**config.mk**
```make
export PLATFORM = sky130hd
export DESIGN_NAME = quad_decode_flat
export DESIGN_NICKNAME = d
export VERILOG_FILES = /design/src/rtl/quad_pkg.sv /design/src/rtl/quad_decode_if.sv /design/src/rtl/quad_filt.sv /design/src/rtl/quad_decode.sv /design/src/flat_wrapper.sv
export SDC_FILE = /design/constraint.sdc
export NUM_CORES = 1
export LEC_CHECK = 0
export ABC_AREA = 0
export CAP_MARGIN = 20
export CELL_PAD_IN_SITES_DETAIL_PLACEMENT = 1
export CELL_PAD_IN_SITES_GLOBAL_PLACEMENT = 1
export CORE_UTILIZATION = 48
export DETAILED_ROUTE_END_ITERATION = 7
export DONT_BUFFER_PORTS = 1
export GPL_TIMING_DRIVEN = 0
export PLACE_DENSITY = 0.83
export SYNTH_ARGS = -nofsm -noshare
export SYNTH_HDL_FRONTEND = slang
export SYNTH_SLANG_ARGS = --single-unit
```
**constraint.sdc**
```tcl
create_clock -name CLK -period 1.8 [get_ports CLK]
set_input_delay 0.27 -clock CLK [delete_from_list [all_inputs] [get_ports CLK]]
set_output_delay 0.27 -clock CLK [all_outputs]
set_load 0.1 [all_outputs]
```
**src/rtl/quad_pkg.sv**
```systemverilog
// quad_pkg
// Shared definitions for the quadrature decoder: resolution mode codes,
// phase-code constants ({A,B}), decoder state type and a helper that
// classifies the step between two phase codes.
package quad_pkg;

    // Resolution selections for the MODE parameter
    localparam int X1 = 1;
    localparam int X2 = 2;
    localparam int X4 = 4;

    // Phase codes {A,B}; the up sequence is 00 -> 10 -> 11 -> 01 -> 00
    localparam logic [1:0] CODE_00 = 2'b00;
    localparam logic [1:0] CODE_10 = 2'b10;
    localparam logic [1:0] CODE_11 = 2'b11;
    localparam logic [1:0] CODE_01 = 2'b01;

    typedef enum logic {
        ST_INIT,
        ST_RUN
    } state_t;

    typedef enum logic [1:0] {
        STEP_NONE,
        STEP_UP,
        STEP_DOWN,
        STEP_ILLEGAL
    } step_t;

    // Position of a phase code along the up sequence (Gray to binary).
    function automatic logic [1:0] code_pos(input logic [1:0] code);
        return {code[0], code[1] ^ code[0]};
    endfunction

    // A position difference of +1 is up, -1 is down, 2 means both phases moved.
    function automatic step_t classify(input logic [1:0] prev, input logic [1:0] curr);
        logic [1:0] delta;
        delta = code_pos(curr) - code_pos(prev);
        case (delta)
            2'd0:    return STEP_NONE;
            2'd1:    return STEP_UP;
            2'd3:    return STEP_DOWN;
            default: return STEP_ILLEGAL;
        endcase
    endfunction

endpackage

```
**src/rtl/quad_decode_if.sv**
```systemverilog
// quad_decode_if
// Encoder-side and counter-side signals of the quadrature decoder.
//   A, B  : encoder phases (asynchronous to the decoder clock)
//   CS    : synchronous clear
//   EN    : one-cycle count-enable pulse per counted transition
//   DNUP  : direction of the last counted transition (1 = down)
//   ERR   : sticky illegal-transition flag
interface quad_decode_if;
    logic A;
    logic B;
    logic CS;
    logic EN;
    logic DNUP;
    logic ERR;

    modport master (
        output A, B, CS,
        input  EN, DNUP, ERR
    );

    modport slave (
        input  A, B, CS,
        output EN, DNUP, ERR
    );
endinterface

```
**src/rtl/quad_filt.sv**
```systemverilog
// quad_filt
// One encoder phase: 2-flop synchronizer followed by a run-length filter.
// The filtered level only follows the synchronized level once the two have
// disagreed for FILT_LEN consecutive samples; any agreement restarts the run.
//   clk     : clock
//   rst     : asynchronous clear, active-high
//   raw_i   : raw phase input, asynchronous to clk
//   level_o : filtered (registered) phase level
module quad_filt #(
    parameter int FILT_LEN = 3
) (
    input  logic clk,
    input  logic rst,
    input  logic raw_i,
    output logic level_o
);

    if (FILT_LEN < 1 || FILT_LEN > 15) begin : g_bad_filt_len
        $error("quad_filt: FILT_LEN must be in 1..15");
    end

    localparam logic [3:0] RUN_LAST = 4'(FILT_LEN - 1);

    logic       sync1_q;
    logic       sync2_q;
    logic       level_q;
    logic       level_d;
    logic [3:0] run_q;
    logic [3:0] run_d;

    // The run counter never exceeds RUN_LAST: reaching it accepts the new
    // level and restarts from zero.
    always_comb begin
        level_d = level_q;
        run_d   = 4'd0;
        if (sync2_q != level_q) begin
            if (run_q == RUN_LAST) begin
                level_d = sync2_q;
            end else begin
                run_d = run_q + 4'd1;
            end
        end
    end

    always_ff @(posedge clk or posedge rst) begin
        if (rst) begin
            sync1_q <= 1'b0;
            sync2_q <= 1'b0;
            level_q <= 1'b0;
            run_q   <= 4'd0;
        end else begin
            sync1_q <= raw_i;
            sync2_q <= sync1_q;
            level_q <= level_d;
            run_q   <= run_d;
        end
    end

    assign level_o = level_q;

endmodule

```
**src/rtl/quad_decode.sv**
```systemverilog
// quad_decode
// Quadrature decoder: filters both encoder phases, decodes direction and
// produces count-enable pulses at x1/x2/x4 resolution, flags illegal jumps.
//   CLK : clock
//   CD  : asynchronous clear, active-high
//   bus : quad_decode_if slave (A, B, CS in; EN, DNUP, ERR out)
module quad_decode
    import quad_pkg::*;
#(
    parameter int FILT_LEN = 3,
    parameter int MODE     = 4
) (
    input  logic          CLK,
    input  logic          CD,
    quad_decode_if.slave  bus
);

    if (MODE != X1 && MODE != X2 && MODE != X4) begin : g_bad_mode
        $error("quad_decode: MODE must be 1, 2 or 4");
    end

    // INIT lasts long enough for a level present at reset release to pass the
    // synchronizer and filter, so it is absorbed rather than decoded.
    localparam logic [4:0] INIT_LAST = 5'(FILT_LEN + 2);

    logic       filt_a;
    logic       filt_b;
    logic [1:0] code_now;

    quad_filt #(.FILT_LEN(FILT_LEN)) u_filt_a (
        .clk     (CLK),
        .rst     (CD),
        .raw_i   (bus.A),
        .level_o (filt_a)
    );

    quad_filt #(.FILT_LEN(FILT_LEN)) u_filt_b (
        .clk     (CLK),
        .rst     (CD),
        .raw_i   (bus.B),
        .level_o (filt_b)
    );

    assign code_now = {filt_a, filt_b};

    state_t     state_q, state_d;
    logic [1:0] code_q, code_d;
    logic [4:0] init_cnt_q, init_cnt_d;
    logic       en_q, en_d;
    logic       dnup_q, dnup_d;
    logic       err_q, err_d;
    step_t      step;
    logic       counted;

    // Resolution gating: x2 counts only A edges, x1 only the 00<->10 pair.
    always_comb begin
        counted = 1'b0;
        if (MODE == X4) begin
            counted = 1'b1;
        end else if (MODE == X2) begin
            counted = (code_q[1] != code_now[1]);
        end else begin
            counted = (code_q[0] == 1'b0) && (code_now[0] == 1'b0) &&
                      (code_q[1] != code_now[1]);
        end
    end

    // The filtered code is always tracked; only RUN turns changes into EN/ERR.
    always_comb begin
        step       = classify(code_q, code_now);
        state_d    = state_q;
        code_d     = code_now;
        init_cnt_d = init_cnt_q;
        en_d       = 1'b0;
        dnup_d     = dnup_q;
        err_d      = err_q;
        if (bus.CS) begin
            state_d    = ST_INIT;
            init_cnt_d = 5'd0;
            err_d      = 1'b0;
        end else begin
            case (state_q)
                ST_INIT: begin
                    if (init_cnt_q == INIT_LAST) begin
                        state_d = ST_RUN;
                    end else begin
                        init_cnt_d = init_cnt_q + 5'd1;
                    end
                end
                ST_RUN: begin
                    if (step == STEP_ILLEGAL) begin
                        err_d = 1'b1;
                    end else if ((step == STEP_UP || step == STEP_DOWN) && counted) begin
                        en_d   = 1'b1;
                        dnup_d = (step == STEP_DOWN);
                    end
                end
                default: state_d = ST_INIT;
            endcase
        end
    end

    always_ff @(posedge CLK or posedge CD) begin
        if (CD) begin
            state_q    <= ST_INIT;
            code_q     <= CODE_00;
            init_cnt_q <= 5'd0;
            en_q       <= 1'b0;
            dnup_q     <= 1'b0;
            err_q      <= 1'b0;
        end else begin
            state_q    <= state_d;
            code_q     <= code_d;
            init_cnt_q <= init_cnt_d;
            en_q       <= en_d;
            dnup_q     <= dnup_d;
            err_q      <= err_d;
        end
    end

    assign bus.EN   = en_q;
    assign bus.DNUP = dnup_q;
    assign bus.ERR  = err_q;

endmodule
```
**src/flat_wrapper.sv**
```systemverilog
// flat-port wrapper written by rule: the top's interface ports become plain ports
module quad_decode_flat import quad_pkg::*;
#(
    parameter int FILT_LEN = 3,
    parameter int MODE     = 4
)
  (CLK, CD, bus_A, bus_B, bus_CS, bus_EN, bus_DNUP, bus_ERR);
  quad_decode_if bus_i ();
  input  logic CLK;
  input  logic CD;
  input wire logic [$bits(bus_i.A)-1:0] bus_A;
  input wire logic [$bits(bus_i.B)-1:0] bus_B;
  input wire logic [$bits(bus_i.CS)-1:0] bus_CS;
  output wire logic [$bits(bus_i.EN)-1:0] bus_EN;
  output wire logic [$bits(bus_i.DNUP)-1:0] bus_DNUP;
  output wire logic [$bits(bus_i.ERR)-1:0] bus_ERR;
  assign bus_i.A = bus_A;
  assign bus_i.B = bus_B;
  assign bus_i.CS = bus_CS;
  assign bus_EN = bus_i.EN;
  assign bus_DNUP = bus_i.DNUP;
  assign bus_ERR = bus_i.ERR;
  quad_decode #(.FILT_LEN(FILT_LEN), .MODE(MODE)) u_core (.CLK(CLK), .CD(CD), .bus(bus_i));
endmodule
```
== Yosys cells after proc, flatten, opt, wreduce, memory -nomap -nowiden ==
Cells that the tools add are included.

* Register bits: 25
* Input bits: 5
* Output and inout port bits: 3
* Word-level logic and storage cells: 61

* Add/subtract/negate cells: 4
* Equal/unequal tests: 12
* Multiplexer cells: 18
* Bitwise gates (word level): 4
* Reduce and logical (&&, ||, !) cells: 9

{| class="wikitable"
|+ Operators by type and width
! operator !! number
|-
| 4-bit two-way mux || 4
|-
| 5-bit two-way mux || 3
|-
| 1-bit two-way mux || 10
|-
| 4-bit by 1-bit adder with 4-bit output (second input constant) || 2
|-
| 4-bit by 2-bit equality test with 1-bit output (second input constant) || 2
|-
| 2-bit AND reduction || 4
|-
| 2-bit equality test (second input constant) || 3
|-
| 2-bit one-hot mux with 3 select lines || 1
|-
| 5-bit by 1-bit adder with 5-bit output (second input constant) || 1
|-
| 5-bit by 3-bit equality test with 1-bit output (second input constant) || 1
|-
| 2-bit by 1-bit equality test with 1-bit output (second input constant) || 2
|-
| 2-bit inequality test (second input constant) || 2
|-
| 4-bit AND reduction || 1
|-
| 2-bit nonzero test || 2
|-
| 2-bit logical NOT || 1
|-
| 1-bit inequality test || 2
|-
| 1-bit NOT || 2
|-
| 2-bit subtractor || 1
|-
| 1-bit XOR || 2
|-
| 1-bit logical OR || 1
|}

== Depth between registers and ports, before layout ==
* Depth after elaboration: 10
* Depth in mapped cells: 5
* Gate-level depth less buffers: 5

== By module ==
A second synthesis with hierarchy kept.

* Cells, all modules: 92
* Area total of the unflattened synthesis: 1111.1 µm²

{| class="wikitable"
|+ By module, submodules not included
! module !! times used !! cells an instance !! area each (µm²) !! sequential area each (µm²)
|-
| quad_filt || 2 || 23 || 286.5 || 175.2
|-
| quad_decode || 1 || 46 || 538.0 || 275.3
|}

== Worst setup path after synthesis ==
OpenSTA, ideal clock, no wires.

* Path kind: flip-flop to flip-flop
* Start: register u_core.u_filt_b.level_q (netlist: u_core.u_filt_b.level_o)
* End: register u_core.dnup_q (netlist: u_core.bus.DNUP)
* Library setup time: 0.125 ns
* Data arrival time: 1.394 ns
* Required time: 1.675 ns
* Path slack: 0.281 ns
* Cell stages (with the launch flop): 5
* Path buffers: 0
* Period minus slack after synthesis: 1.519 ns
* Cell sequence: dfrtp_1 -> xnor2_1 -> ha_1 -> nor3_2 -> mux2_2

* Word-level cells in the longest chain between the ends: 7
* Elaborated cells between the ends (all ways): 12
* Classes of those cells: 1 x add/sub; 5 x eq/ne; 1 x mux; 2 x bitwise; 3 x reduce/logical

{| class="wikitable"
|+ RTL lines
! element !! line !! text
|-
| start, declared || quad_filt.sv:26 || <nowiki>logic level_q;</nowiki>
|-
| start signal, assigned || quad_filt.sv:54 || <nowiki>level_q <= level_d;</nowiki>
|-
| 1-bit XOR || quad_pkg.sv:32 || <nowiki>return {code[0], code[1] ^ code[0]};</nowiki>
|-
| 2-bit subtractor (*) || quad_pkg.sv:38 || <nowiki>delta = code_pos(curr) - code_pos(prev);</nowiki>
|-
| 2-bit equality test, or another cell as far along || quad_pkg.sv:39 || <nowiki>case (delta)</nowiki>
|-
| 2-bit one-hot mux with 3 select lines (*) || quad_pkg.sv:39 ||
|-
| 2-bit by 1-bit equality test with 1-bit output, or another cell as far along || quad_decode.sv:93 || <nowiki>end else if ((step == STEP_UP || step == STEP_DOWN) && counted) begin</nowiki>
|-
| 1-bit logical OR / 1-bit NOT (equally long branches) || n/a ||
|-
| 4-bit AND reduction (no source line) || n/a ||
|-
| end signal, assigned || quad_decode.sv:116 || <nowiki>dnup_q <= dnup_d;</nowiki>
|-
| end, declared || quad_decode.sv:50 || <nowiki>logic dnup_q, dnup_d;</nowiki>
|}

Every way passes the cells marked *; elsewhere a longest branch is shown, timed or not.
A chain may end at the register's enable or synchronous reset.

== Worst setup path after layout ==
Same ends and word-level chain as after synthesis.

==> summary.md <==
| Metric | Value |
|---|---|
| Total negative setup slack | 0 ns |
| PwrDens | 1300 mW/mm^2 |
| Fin area | 0.00116 sq mm |
| Final worst-path cycle share | 91.2% |
| Layout cells sized above 1 | 10.5% |
| RSZ-0062 raised after global routing | no |
| Final Hold Viols | 0 |
| Area delta synth->final | 7.42% |
| Least-Margin Pin Slew | 0.912 ns |
| Filler cells | 223 |
| Slowest cell on the critical path | dfrtp_1 |
| I/O pin total | 8 |
| Kind of critical path | reg -> reg |
| Clk pwr share | 16.1% |
| Placement Cell Area | 0.00111 sq mm |
| Power share of the combinational group | 28.0% |
| CP peak stage delay | 0.46 ns |
| Critical path peak fanout | 5 |
| Sequential fraction of the synthesis area | 58.0% |
| WP data required | 2.00 ns |
| Switching power share of the total | 35.5% |
| Fmax | 609 MHz |
| Root Driver | clkbuf_4 |
| Tmin final | 1.64 ns |
| Top cell type's share of synthesized area | 58.0% |
| Final hold slack | 0.0164 ns |
| Skew-Pair Late Insertion Delay | 0.31 ns |
| Psw | 0.000533 W |
| Resize count post-CTS | 0 |
| Ant diodes | 0 |
| CP endpoint kind | flop |
| Total CTS buffers | 3 |
| Vias/cell | 5.25 |
| Leakage power total | 0.553 nW |
| Reg clk slew, reported paths | 0.13 ns |
| Int Power | 0.000968 W |
| RR Startpoint | u_core.u_filt_b.level_o$_DFFE_PP0P_ |
| Post-synth top cells | 25 x dfrtp_1, 16 x nor2_1, 7 x ha_1, 6 x xor2_1 |
| # DRC | 0 |
| Setup crit end | u_core.bus.DNUP$_DFFE_PP0P_ |
| Worst Setup SP | u_core.u_filt_b.level_o$_DFFE_PP0P_ |
| GPL Wtd Cong | 0.683 |
| Slew HR | 39.2% |
| Dpl ws | 0.164 ns |
| Num rows | 16 |
| Initial antenna violation count | 0 |
| Yosys warns | 0 |
| Tot GR Track Use | 16.2% |
| Synth unique cells | 22 |
| CP Data Arrival Time | 1.84 ns |
| Vias in the first global route | 661 |
| Status | complete, no violations |
| Post-Route WL | 1590 um |
| GR Overflow Total | 0 |
| ANT nets after route | 0 |
| Crit path cell chain | xnor2_1, ha_1, nor3_2, mux2_2 |
| Max-Cap Viols | 0 |
| Initial DRT Pass Iterations | 2 |
| Synth async-reset ratio | 100% |
| Post-Synthesis Cells | 89 |
| Setup ws final | 0.159 ns |
| Die Area | 0.00244 sq mm |
| DIE WIDTH | 49.4 um |
| Max Root-Sink Buffers | 2 |
| First-pass GRT wire length | 2840 um |
| Leading post-synthesis cells by cell area | dfrtp_1 58%, ha_1 8.1%, nor2_1 5.6% |
| Count leader, synth | dfrtp_1 |
| Maximum number of pins on one net before global-route repair | 26 |
| Number of I/O port buffers | 0 |
| CTS tree | built |
| Placeable Area | 0.00204 sq mm |
| Largest area contributor in the netlist | dfrtp_1 |
| Sequential share of power | 55.9% |
| Die height | 49.4 um |
| R2r worst-path depth | 4 |
| Post-synth EDFFs | 0 |
| Final net count | 108 |
| DR iter-0 viols | 2 |
| Post-synthesis register bit count | 25 |
| Vias | 641 |
| Syn Nets | 101 |
| H-tree Lvls | 1 |
| Pwr Total | 0.00150 W |
| R2R setup slack | 0.16 ns |
| Worst hold path class | in -> async |
| Final setup vio count | 0 |
| Critical Path Start Type | flop |
| Starting density of the core | 52.8% |
| Worst Skew | 0.0120 ns |
| Max Slew Vio Count | 0 |
| Synth Cell Area | 0.00108 sq mm |
| WL/cell | 13.0 um |
| Commonest register cell after synthesis | dfrtp_1 |
| Clock sink count | 25 |
| DP Wirelength | 1200 um |
| Peak supply drop | 0.000942 V |
| Worst R2R End | u_core.bus.DNUP$_DFFE_PP0P_ |
| Synthesized area per cell | 12.1 sq um |
==> cell families (layout without fill, tap and decap cells) <==
family | after synthesis | after routing | synth area share [%]
adders and majority gates | 7 | 7 | 8.12
buffers and inverters | 6 | 12 | 2.20
AOI/OAI and AO/OA | 6 | 6 | 3.71
muxes | 5 | 5 | 5.22
DFF | 25 | 25 | 58.0
and+or+nand+nor | 29 | 29 | 13.8
xor gates and xnor gates | 11 | 11 | 8.93
==> routing by layer <==
layer	vias to the layer above	wire, um	global-route usage [%]
li1	303	-	-
met1	324	683	18.3
met2	10	840	28.1
met3	4	33	3.74
met4	0	34	8.57
met5	-	0	0
==> power by group through the flow <==
| stage | sequential, W | combinational [W] | clock (W) |
|---|---|---|---|
| floorplan | 0.000830 | 0.000353 | 0 |
| global placement | 0.000846 | 0.000397 | 0 |
| detailed placement | 0.000855 | 0.000424 | 0 |
| CTS | 0.000843 | 0.000430 | 0.000254 |
| global route | 0.000864 | 0.000493 | 0.000276 |
| finish | 0.000839 | 0.000420 | 0.000242 |
==> cell usage in the layout (no fill, tap or decap), types with 2 or more instances in the layout <==
cell and count:
a21o_1 2, xnor2_1 5, xor2_1 6, clkbuf_4 3
a21oi_1 2, dfrtp_1 25, nand4b_1 2, mux2_2 3
nand3_1 2, nor2_1 16, mux2_1 2, nand2_1 3
ha_1 7, inv_1 5, dlygate4sd3_1 2
==> registers in the layout, summed over array words and instances (netlist names) <==
| signal | flops |
|---|---|
| u_core.u_filt_b.level_o | 1 |
| u_core.bus.EN | 1 |
| u_core.init_cnt_q | 5 |
| u_core.u_filt_b.sync1_q | 1 |
| u_core.u_filt_a.sync2_q | 1 |
| u_core.u_filt_a.sync1_q | 1 |
| u_core.bus.DNUP | 1 |
| u_core.code_q | 2 |
| u_core.u_filt_b.sync2_q | 1 |
| u_core.state_q | 1 |
| u_core.u_filt_a.run_q | 4 |
| u_core.bus.ERR | 1 |
| u_core.u_filt_a.level_o | 1 |
| u_core.u_filt_b.run_q | 4 |
==> worst min path at each step <==
stage / depth (start not counted) / to / slack (ns)
detailed placement: 0 / u_core.u_filt_a.sync1_q$_DFF_PP0_ / 0.30
floorplan: 1 / u_core.bus.DNUP$_DFFE_PP0P_ / 0.30
finish: 1 / u_core.u_filt_a.run_q[2]$_DFF_PP0_ / 0.02
CTS: 1 / u_core.u_filt_a.run_q[3]$_DFF_PP0_ / 0.06
global placement: 0 / u_core.u_filt_b.sync1_q$_DFF_PP0_ / 0.30
global route: 1 / u_core.u_filt_a.run_q[2]$_DFF_PP0_ / 0.1
==> repair_timing <==
action                     in CTS  in global routing
hold buffers                    2                  0
hold endpoints to repair        2                  0
buffers inserted                0                  0
setup endpoints to repair       0                  0
==> layout make-up <==
| cell class | instances | area (sq um) | share of cell area (%) |
|---|---|---|---|
| tap | 27 | 33.8 | 2.92 |
| clock buffer | 4 | 26.3 | 2.27 |
| buffer | 1 | 5.00 | 0.432 |
| sequential | 25 | 626 | 54.0 |
| multi-input combinational | 58 | 429 | 37.0 |
| inverter | 5 | 18.8 | 1.62 |
| timing repair buffer | 2 | 20.0 | 1.73 |
==> metrics by stage <==
| step | utilization, % | std cells |
|---|---|---|
| detailed placement | 54.5 | 116 |
| floorplan | - | 89 |
| global placement | 54.5 | 116 |
| global route | 56.7 | 122 |
| finish | 56.7 | 122 |
| CTS | 56.7 | 122 |
==> critical path, delay by kind of cell, from the launching register on <==
family        cells  cell delay (ns)
xor+xnor          1             0.16
simple gates      1             0.23
flops             1             0.46
fa+ha+maj         1             0.33
mux               1             0.36
(Power assumes the default switching activity.)
